File: config.mk
export PLATFORM = sky130hd
export DESIGN_NAME = mips_multicycle_ctrl
export DESIGN_NICKNAME = d
export VERILOG_FILES = /design/src/rtl/mips_ctrl_pkg.sv /design/src/rtl/mips_ctrl_outdec.sv /design/src/rtl/mips_multicycle_ctrl.sv
export SDC_FILE = /design/constraint.sdc
export NUM_CORES = 1
export LEC_CHECK = 0
export ABC_AREA = 0
export CAP_MARGIN = 20
export CORE_UTILIZATION = 49
export CTS_BUF_LIST = sky130_fd_sc_hd__clkbuf_8
export DETAILED_ROUTE_END_ITERATION = 7
export GPL_TIMING_DRIVEN = 0
export PLACE_DENSITY = 0.94
export SLEW_MARGIN = 20
export SYNTH_ARGS = -nofsm -noshare
export SYNTH_HDL_FRONTEND = slang
export SYNTH_SLANG_ARGS = --single-unit
File: constraint.sdc
create_clock -name clk -period 2.3 [get_ports clk]
set_input_delay 0.69 -clock clk [delete_from_list [all_inputs] [get_ports clk]]
set_output_delay 0.69 -clock clk [all_outputs]
set_load 0.02 [all_outputs]
File: src/rtl/mips_ctrl_pkg.sv
// Shared encodings for the multi-cycle MIPS control FSM: state codes, opcodes, mux selects.
// Control-vector struct produced by the state decoder and consumed by the top.
package mips_ctrl_pkg;

  typedef enum logic [3:0] {
    S_FETCH    = 4'd0,
    S_DECODE   = 4'd1,
    S_MEM_ADR  = 4'd2,
    S_MEM_RD   = 4'd3,
    S_MEM_WB   = 4'd4,
    S_MEM_WR   = 4'd5,
    S_R_EXEC   = 4'd6,
    S_ALU_WB   = 4'd7,
    S_BRANCH   = 4'd8,
    S_IMM_EXEC = 4'd9,
    S_IMM_WB   = 4'd10,
    S_JUMP     = 4'd11
  } state_t;

  localparam logic [5:0] OP_RTYPE = 6'b000000;
  localparam logic [5:0] OP_LW    = 6'b100011;
  localparam logic [5:0] OP_SW    = 6'b101011;
  localparam logic [5:0] OP_BEQ   = 6'b000100;
  localparam logic [5:0] OP_J     = 6'b000010;
  localparam logic [5:0] OP_ADDI  = 6'b001000;
  localparam logic [5:0] OP_ADDIU = 6'b001001;
  localparam logic [5:0] OP_SLTI  = 6'b001010;
  localparam logic [5:0] OP_ANDI  = 6'b001100;
  localparam logic [5:0] OP_ORI   = 6'b001101;
  localparam logic [5:0] OP_XORI  = 6'b001110;
  localparam logic [5:0] OP_LUI   = 6'b001111;

  localparam logic [1:0] ALU_OP_ADD   = 2'b00;
  localparam logic [1:0] ALU_OP_SUB   = 2'b01;
  localparam logic [1:0] ALU_OP_FUNCT = 2'b10;
  localparam logic [1:0] ALU_OP_IMM   = 2'b11;

  localparam logic [1:0] SRCB_B       = 2'b00;
  localparam logic [1:0] SRCB_FOUR    = 2'b01;
  localparam logic [1:0] SRCB_IMM     = 2'b10;
  localparam logic [1:0] SRCB_IMM_SH2 = 2'b11;

  localparam logic [1:0] PCSRC_ALU    = 2'b00;
  localparam logic [1:0] PCSRC_ALUOUT = 2'b01;
  localparam logic [1:0] PCSRC_JUMP   = 2'b10;

  // pc_write is unconditional; pc_cond is qualified by the ALU zero flag in the top.
  typedef struct packed {
    logic       ir_write;
    logic       pc_write;
    logic       pc_cond;
    logic       iord;
    logic       mem_write;
    logic       reg_dst;
    logic       mem_to_reg;
    logic       reg_write;
    logic       alu_src_a;
    logic [1:0] alu_src_b;
    logic [1:0] alu_op;
    logic [1:0] pc_src;
  } ctrl_t;

endpackage

File: src/rtl/mips_ctrl_outdec.sv
// Pure combinational state -> control-vector decode (Moore outputs), zero latency.
// No flow control; strobe qualification by reset, zero flag and memory wait happens in the top.
module mips_ctrl_outdec
  import mips_ctrl_pkg::*;
(
  input  state_t state_i,
  output ctrl_t  ctrl_o
);

  always_comb begin
    ctrl_o = '0;
    case (state_i)
      S_FETCH: begin
        ctrl_o.ir_write  = 1'b1;
        ctrl_o.pc_write  = 1'b1;
        ctrl_o.alu_src_b = SRCB_FOUR;
      end
      S_DECODE:  ctrl_o.alu_src_b = SRCB_IMM_SH2;
      S_MEM_ADR: begin
        ctrl_o.alu_src_a = 1'b1;
        ctrl_o.alu_src_b = SRCB_IMM;
      end
      S_MEM_RD:  ctrl_o.iord = 1'b1;
      S_MEM_WB: begin
        ctrl_o.reg_write  = 1'b1;
        ctrl_o.mem_to_reg = 1'b1;
      end
      S_MEM_WR: begin
        ctrl_o.iord      = 1'b1;
        ctrl_o.mem_write = 1'b1;
      end
      S_R_EXEC: begin
        ctrl_o.alu_src_a = 1'b1;
        ctrl_o.alu_op    = ALU_OP_FUNCT;
      end
      S_ALU_WB: begin
        ctrl_o.reg_write = 1'b1;
        ctrl_o.reg_dst   = 1'b1;
      end
      S_BRANCH: begin
        ctrl_o.alu_src_a = 1'b1;
        ctrl_o.alu_op    = ALU_OP_SUB;
        ctrl_o.pc_src    = PCSRC_ALUOUT;
        ctrl_o.pc_cond   = 1'b1;
      end
      S_IMM_EXEC: begin
        ctrl_o.alu_src_a = 1'b1;
        ctrl_o.alu_src_b = SRCB_IMM;
        ctrl_o.alu_op    = ALU_OP_IMM;
      end
      S_IMM_WB:  ctrl_o.reg_write = 1'b1;
      S_JUMP: begin
        ctrl_o.pc_src   = PCSRC_JUMP;
        ctrl_o.pc_write = 1'b1;
      end
      default: ctrl_o = '0;
    endcase
  end

endmodule

File: src/rtl/mips_multicycle_ctrl.sv
// Multi-cycle MIPS main control FSM with saturating retire counter; lw 5, sw/R/imm 4, beq/j 3, illegal 2 cycles.
// With MIPS_MEM_WAIT_EN, FETCH/MEM_RD/MEM_WR stall until mem_ready; otherwise memory is always ready.
module mips_multicycle_ctrl
  import mips_ctrl_pkg::*;
#(
  parameter int RETIRE_W = 32
) (
  input  logic                clk,
  input  logic                rst_n,
  input  logic [5:0]          opcode,
  input  logic                zero,
`ifdef MIPS_MEM_WAIT_EN
  input  logic                mem_ready,
`endif
  output logic                ir_write,
  output logic                pc_en,
  output logic                iord,
  output logic                mem_write,
  output logic                reg_dst,
  output logic                mem_to_reg,
  output logic                reg_write,
  output logic                alu_src_a,
  output logic [1:0]          alu_src_b,
  output logic [1:0]          alu_op,
  output logic [1:0]          pc_src,
  output logic [3:0]          state,
  output logic                illegal,
  output logic [RETIRE_W-1:0] retired
);

  state_t              state_q, state_d;
  ctrl_t               ctrl;
  logic                mem_rdy;
  logic                legal;
  logic                terminal;
  logic                retire_evt;
  logic [RETIRE_W-1:0] retired_q;

`ifdef MIPS_MEM_WAIT_EN
  assign mem_rdy = mem_ready;
`else
  assign mem_rdy = 1'b1;
`endif

  always_comb begin
    state_d = S_FETCH;
    legal   = 1'b1;
    case (state_q)
      S_FETCH:  state_d = mem_rdy ? S_DECODE : S_FETCH;
      S_DECODE: begin
        case (opcode)
          OP_LW, OP_SW: state_d = S_MEM_ADR;
          OP_RTYPE:     state_d = S_R_EXEC;
          OP_BEQ:       state_d = S_BRANCH;
          OP_J:         state_d = S_JUMP;
          OP_ADDI, OP_ADDIU, OP_SLTI, OP_ANDI,
          OP_ORI, OP_XORI, OP_LUI: state_d = S_IMM_EXEC;
          default: begin
            state_d = S_FETCH;
            legal   = 1'b0;
          end
        endcase
      end
      S_MEM_ADR:  state_d = (opcode == OP_SW) ? S_MEM_WR : S_MEM_RD;
      S_MEM_RD:   state_d = mem_rdy ? S_MEM_WB : S_MEM_RD;
      S_MEM_WR:   state_d = mem_rdy ? S_FETCH : S_MEM_WR;
      S_R_EXEC:   state_d = S_ALU_WB;
      S_IMM_EXEC: state_d = S_IMM_WB;
      default:    state_d = S_FETCH;
    endcase
  end

  assign terminal   = state_q inside {S_MEM_WB, S_MEM_WR, S_ALU_WB, S_BRANCH, S_IMM_WB, S_JUMP};
  assign retire_evt = terminal && (state_d == S_FETCH);

  always_ff @(posedge clk or negedge rst_n) begin
    if (!rst_n) begin
      state_q   <= S_FETCH;
      retired_q <= '0;
    end else begin
      state_q <= state_d;
      if (retire_evt && (retired_q != {RETIRE_W{1'b1}}))
        retired_q <= retired_q + RETIRE_W'(1);
    end
  end

  mips_ctrl_outdec u_outdec (
    .state_i (state_q),
    .ctrl_o  (ctrl)
  );

  // Strobes are gated by rst_n so the FETCH decode held during reset has no side effects.
  assign ir_write   = rst_n & ctrl.ir_write & mem_rdy;
  assign pc_en      = rst_n & ((ctrl.pc_write & ((state_q != S_FETCH) | mem_rdy)) |
                               (ctrl.pc_cond & zero));
  assign mem_write  = rst_n & ctrl.mem_write;
  assign reg_write  = rst_n & ctrl.reg_write;
  assign iord       = ctrl.iord;
  assign reg_dst    = ctrl.reg_dst;
  assign mem_to_reg = ctrl.mem_to_reg;
  assign alu_src_a  = ctrl.alu_src_a;
  assign alu_src_b  = ctrl.alu_src_b;
  assign alu_op     = ctrl.alu_op;
  assign pc_src     = ctrl.pc_src;
  assign state      = state_q;
  assign illegal    = rst_n & ~legal;
  assign retired    = retired_q;

endmodule

==> run_results.csv, run 1 <==
group,metric,value,unit
sta,worstMarginPinSlew,0.633,ns
power_and_ir_drop,ir_worst_vdd,870,uV
power_and_ir_drop,power.leakage,1.24,nW
worst_setup_path,worstPathArrival,1.64,ns
placed_design,place_inst,336,
sta,fmax,429,MHz
power_and_ir_drop,power.density,864,nW/um^2
drt,routed_wl,5.28,mm
worst_setup_path,crit_path_end_kind,"output port",
placed_design,gp_congestion,0.968,
finish,stdcell_area,2970,um^2
placed_design,postPlaceCellArea,2810,um^2
yosys,yosysMostFrequentCell,"dfrtp_1",
sta,rsz0062_at_grt,"yes",
worst_setup_path,r2r-start,"retired[0]",
global_routing,grt_start_max_net_pins,26,
yosys,synthArstFlopShare,100,%
die,fp.dieArea,4600,um^2
drt,ant_nets,0,
drt,drt_iter0_drc,183,
placed_design,dp_slack,-0.959,ns
sta,finalClockSkew,0.00238,ns
die,die_h,67.8,um
worst_setup_path,reg2reg_slack,0.16,ns
worst_setup_path,crit_chain,"buf_6 > buf_6 > nor2b_1 > nor3_1 > a31oi_1 > nor3b_2 > buf_4",
yosys,ys_seq_area_share,42.4,%
placed_design,post-dp-hpwl,3.83,mm
cts,worst_skew_pair.late_latency,0.29,ns
global_routing,overflow,0,
drt,vias_per_cell,5.85,
sta,period_share,101,%
cts,cts_sinks,36,
cts,cts_tree,"built",
cts,clk_pin_slew,0.07,ns
die,initial_core_util,52.0,%
worst_setup_path,crit_top_cell,"buf_6",
global_routing,grt_pass1_vias,1837,
sta,final_max_slew_viol_count,0,
worst_setup_path,startpoint,"state[3]",
finish,area_growth,39.8,%
worst_setup_path,cp-start-kind,"flop",
die,rows,23,
yosys,avgSynthCellArea,9.40,um^2
sta,hold-worst-slack,0.256,ns
finish,final_cells,353,
drt,wl_per_cell,15.0,um
cts,clockRootBuffer,"clkbuf_8",
min_path,min_path_type,"in2async",
worst_setup_path,crit_fanout,5,
yosys,yosys_warnings,0,
drt,post-route-drc-count,0,
global_routing,grt_antenna_before_repair,0,
finish,drive_gt1_share,20.1,%
yosys,synth_top_area_cell,"dfrtp_1",
sta,setup_ws,-0.0287,ns
yosys,synth-edff-count,0,
global_routing,track_usage,24.4,%
yosys,ys_top_cells_by_count,"dfrtp_1, xnor2_1, nand2_1",
die,fp.coreArea,4090,um^2
yosys,synth_cell_type_count,43,
worst_setup_path,rr_worst_depth,6,
sta,setup_viol,2,
placed_design,io_buffers,59,
yosys,syn_area,2120,um^2
outcome,violations,"setup timing",
cts,cts_made_buffers,5,
sta,slew_headroom,57.7,%
die,io-pin-count,60,
worst_setup_path,slowest_delay,0.41,ns
sta,hold_violations,0,
cts,htreeDepth,2,
job,maxCapViolations,0,
yosys,synth_area_leaders,"dfrtp_1, xnor2_1, nand4_1",
worst_setup_path,crit_path_top_delay_cell,"dfrtp_1",
worst_setup_path,r2r_end,"retired[18]",
drt,via_count,2065,
global_routing,grt_pass1_wl,8.53,mm
yosys,synth_ff_type,"dfrtp_1",
cts,cts_max_path_buffers,2,
die,dieWidth,67.8,um
drt,first_pass_iters,4,
worst_setup_path,cp.required,1.61,ns
outcome,status,"finished with violations",
yosys,syn_nets,236,
yosys,synthCells,226,
finish,antenna_cells,0,
yosys,synth.top_cell.area_share,42.4,%
finish,fin_nets,312,
power_and_ir_drop,power,2.56,mW
sta,period_minus_slack,2.33,ns
yosys,yosys_register_bits,36,
worst_setup_path,critPathKind,"reg2out",
-- flip-flops by register name, indices dropped and copies added (netlist names) --
register  cells
state         4
retired      32
-- where the power goes --
group          internal, mW  switching (mW)  total [mW]
registers             0.710           0.100       0.810
logic                 0.586           0.715        1.30
clock network         0.235           0.218       0.454
total                  1.53            1.03        2.56
-- area by class of cell --
cell class / count / area, um^2
fillers: 291 / 1120
clock inverters: 2 / 7.51
multi-input cells: 180 / 1210
inverters: 1 / 3.75
flip-flops and latches: 36 / 903
plain buffers: 8 / 57.6
well taps: 50 / 62.6
repair buffers: 70 / 639
clock buffers: 6 / 82.6
-- stage by stage --
step	setup TNS [ns]	util [%]
after floorplan	0	-
after global placement	-21.56	68.2
after detailed placement	-3.18	68.8
after CTS	-0.203	71.8
after global routing	-0.480	72.7
final	-0.0392	72.7
-- cells in the final DEF, fill, tap and decap left out, drive strengths merged, types with 5 or more instances in the layout --
| cell | netlist | final |
|---|---|---|
| a21oi | 5 | 5 |
| and3 | 6 | 6 |
| buf | 7 | 28 |
| clkbuf | 2 | 12 |
| clkdlybuf4s50 | 0 | 36 |
| dfrtp | 36 | 36 |
| dlygate4sd2 | 0 | 6 |
| nand2 | 20 | 20 |
| nand2b | 7 | 7 |
| nand3 | 16 | 16 |
| nand4 | 16 | 16 |
| nor2 | 16 | 16 |
| nor2b | 5 | 5 |
| nor3 | 14 | 14 |
| nor4 | 6 | 6 |
| xnor2 | 23 | 23 |
-- per-layer routing --
layer | part of all wire (%) | global-route usage (%) | vias to the layer above | wire, um
met1 | 43 | 31.3 | 1010 | 2290
li1 | - | - | 980 | -
met4 | 1.6 | 6.77 | 0 | 83
met2 | 51 | 40.8 | 65 | 2670
met3 | 4.5 | 5.83 | 10 | 238
met5 | 0 | 0 | - | 0
-- worst max-delay path, delay by kind of cell, from the launching register on --
family	cells	cell delay [ns]
AOI/OAI and AO/OA	1	0.08
DFF	1	0.41
buffers and inverters	3	0.42
and+or+nand+nor	3	0.45
-- timing repair --
item                       CTS  global route
gates cloned                 0             0
hold buffers                 0             0
setup endpoints to repair   15            11
pin swaps                    2             5
resized for setup           64            32
setup buffers                6             4
-- how the worst max path moves through the flow --
stage	slack [ns]	end
6_report	-0.03	pc_en
5_1_grt	-0.13	illegal
4_1_cts	-0.12	illegal
3_5_place_dp	-0.96	illegal
3_3_place_gp	-1.87	illegal
2_1_floorplan	0.04	iord
-- logic make-up after synthesis --
kind of cell / count (synthesis) / synth area share [%]
mux: 4 / 2.12
xor+xnor: 27 / 11.1
fa+ha+maj: 1 / 0.589
simple gates: 117 / 30.1
compound gates: 31 / 11.0
buf+inv: 10 / 2.65
flops: 36 / 42.4
No activity file was read; power rests on OpenSTA's default activity.
==> run 2: changes to the inputs <==
CORE_UTILIZATION = 50   (was 49)
PLACE_DENSITY = 0.95   (was 0.94)
clock period = 2.7 ns   (was 2.3 ns; I/O delays follow)
==> run_results.csv, run 2 (same netlist as run 1, synthesis figures left out) <==
group,metric,value,unit
drt,vias_per_cell,6.08,
finish,fillers,279,
sta,setup_viol,0,
power_and_ir_drop,power.leakage,1.22,nW
sta,rsz0062_at_grt,"no",
finish,area_growth,36.2,%
sta,period_share,97.8,%
global_routing,grt_pass1_vias,1921,
power_and_ir_drop,power.density,726,nW/um^2
sta,hold-worst-slack,0.337,ns
sta,fmax,379,MHz
cts,clk_pin_slew,0.07,ns
finish,antenna_cells,0,
worst_setup_path,crit_fanout,7,
sta,period_minus_slack,2.64,ns
drt,routed_wl,5.72,mm
cts,clockRootBuffer,"clkbuf_8",
cts,cts_made_buffers,5,
sta,slew_headroom,54.0,%
min_path,min_path_type,"in2async",
finish,final_common_cell,"clkdlybuf4s50_1",
die,initial_core_util,52.7,%
cts,cts_tree,"built",
worst_setup_path,worstPathArrival,1.83,ns
worst_setup_path,cp.required,1.89,ns
job,maxCapViolations,0,
sta,hold_violations,0,
drt,post-route-drc-count,0,
global_routing,grt_antenna_before_repair,0,
drt,wl_per_cell,16.7,um
sta,worstMarginPinSlew,0.688,ns
die,fp.coreArea,4030,um^2
cts,cts_sinks,36,
drt,drt_iter0_drc,203,
power_and_ir_drop,ir_worst_vdd,451,uV
placed_design,post-dp-hpwl,4.18,mm
die,dieWidth,67.2,um
worst_setup_path,critPathKind,"in2out",
worst_setup_path,crit_path_end_kind,"output port",
die,io-pin-count,60,
global_routing,track_usage,26.9,%
finish,largest_reg_flops,32,
drt,ant_nets,0,
placed_design,place_inst,336,
placed_design,gp_congestion,0.863,
global_routing,grt_start_max_net_pins,23,
finish,fin_nets,302,
sta,tns,0,ns
die,die_h,67.2,um
outcome,status,"complete, no violations",
placed_design,io_buffers,59,
die,rows,23,
cts,postCtsSetupRepairBufs,0,
die,fp.dieArea,4510,um^2
drt,via_count,2086,
sta,finalClockSkew,0.0102,ns
cts,htreeDepth,2,
global_routing,grt_pass1_wl,9.12,mm
sta,final_max_slew_viol_count,0,
worst_setup_path,cp-start-kind,"input port",
drt,first_pass_iters,5,
finish,drive_gt1_share,12.3,%
global_routing,overflow,0,
cts,cts_max_path_buffers,2,
finish,final_cell_mix,"clkdlybuf4s50_1, dfrtp_1, xnor2_1, nand2_1",
cts,worst_skew_pair.late_latency,0.30,ns
finish,final_cells,343,
## run 2: worst max-delay path: stages
cell           delay [ns]
dlygate4sd2_1        0.30
a21o_1               0.17
a21o_1               0.17
a21oi_1              0.16
nor4_1               0.06
buf_2                0.16
## run 2: what timing repair did
| action | in CTS | in global routing |
|---|---|---|
| pin swaps | 2 | 1 |
| hold buffers | 0 | 0 |
| resized for setup | 38 | 7 |
| setup endpoints to repair | 13 | 5 |
## run 2: final timing paths
check / startpoint / to / slack, ns / depth (start not counted)
max: opcode[0] / illegal / 0.06 / 6
min: rst_n / retired[30] / 0.34 / 1
max reg2reg: retired[0] / retired[18] / 0.52 / 6
min reg2reg: retired[10] / retired[10] / 0.50 / 1
max in group asynchronous: rst_n / state[2] / 1.99 / 2
min in group clk: retired[10] / retired[10] / 0.50 / 1
## run 2: power by group
part	switching (mW)	total (mW)	leakage, nW	internal [mW]
registers	0.0918	0.695	0.490	0.603
logic	0.582	1.00	0.675	0.422
clock network	0.197	0.400	0.0510	0.203
total	0.870	2.10	1.22	1.23
## run 2: layout make-up
class / count / area (um^2) / share of cell area, %
sequential: 36 / 902 / 31.2
clock buffer: 6 / 82.6 / 2.85
tap: 50 / 62.6 / 2.16
multi-input combinational: 180 / 1180 / 41.0
inverter: 1 / 3.75 / 0.130
clock inverter: 2 / 10.0 / 0.346
timing repair buffer: 60 / 594 / 20.5
buffer: 8 / 52.6 / 1.82
## run 2: routing by layer
| layer | up-vias | global-route usage (%) | share of wire, % |
|---|---|---|---|
| met2 | 87 | 42.1 | 50 |
| met3 | 19 | 3.89 | 5.0 |
| met1 | 1020 | 36.2 | 42 |
| met5 | - | 0 | 0 |
| li1 | 960 | - | - |
| met4 | 0 | 13.8 | 3.3 |
## run 2: metrics by stage
stage	worst slack [ns]	instance area (um^2)	total power [mW]	utilization, %
6_report	0.0587	2890	2.10	71.8
5_1_grt	0.00940	2890	2.20	71.8
4_1_cts	0.00410	2890	2.09	71.8
3_5_place_dp	-0.805	2800	1.73	69.5
3_3_place_gp	-1.65	2780	1.69	68.9
2_1_floorplan	0.00312	2120	1.29	-
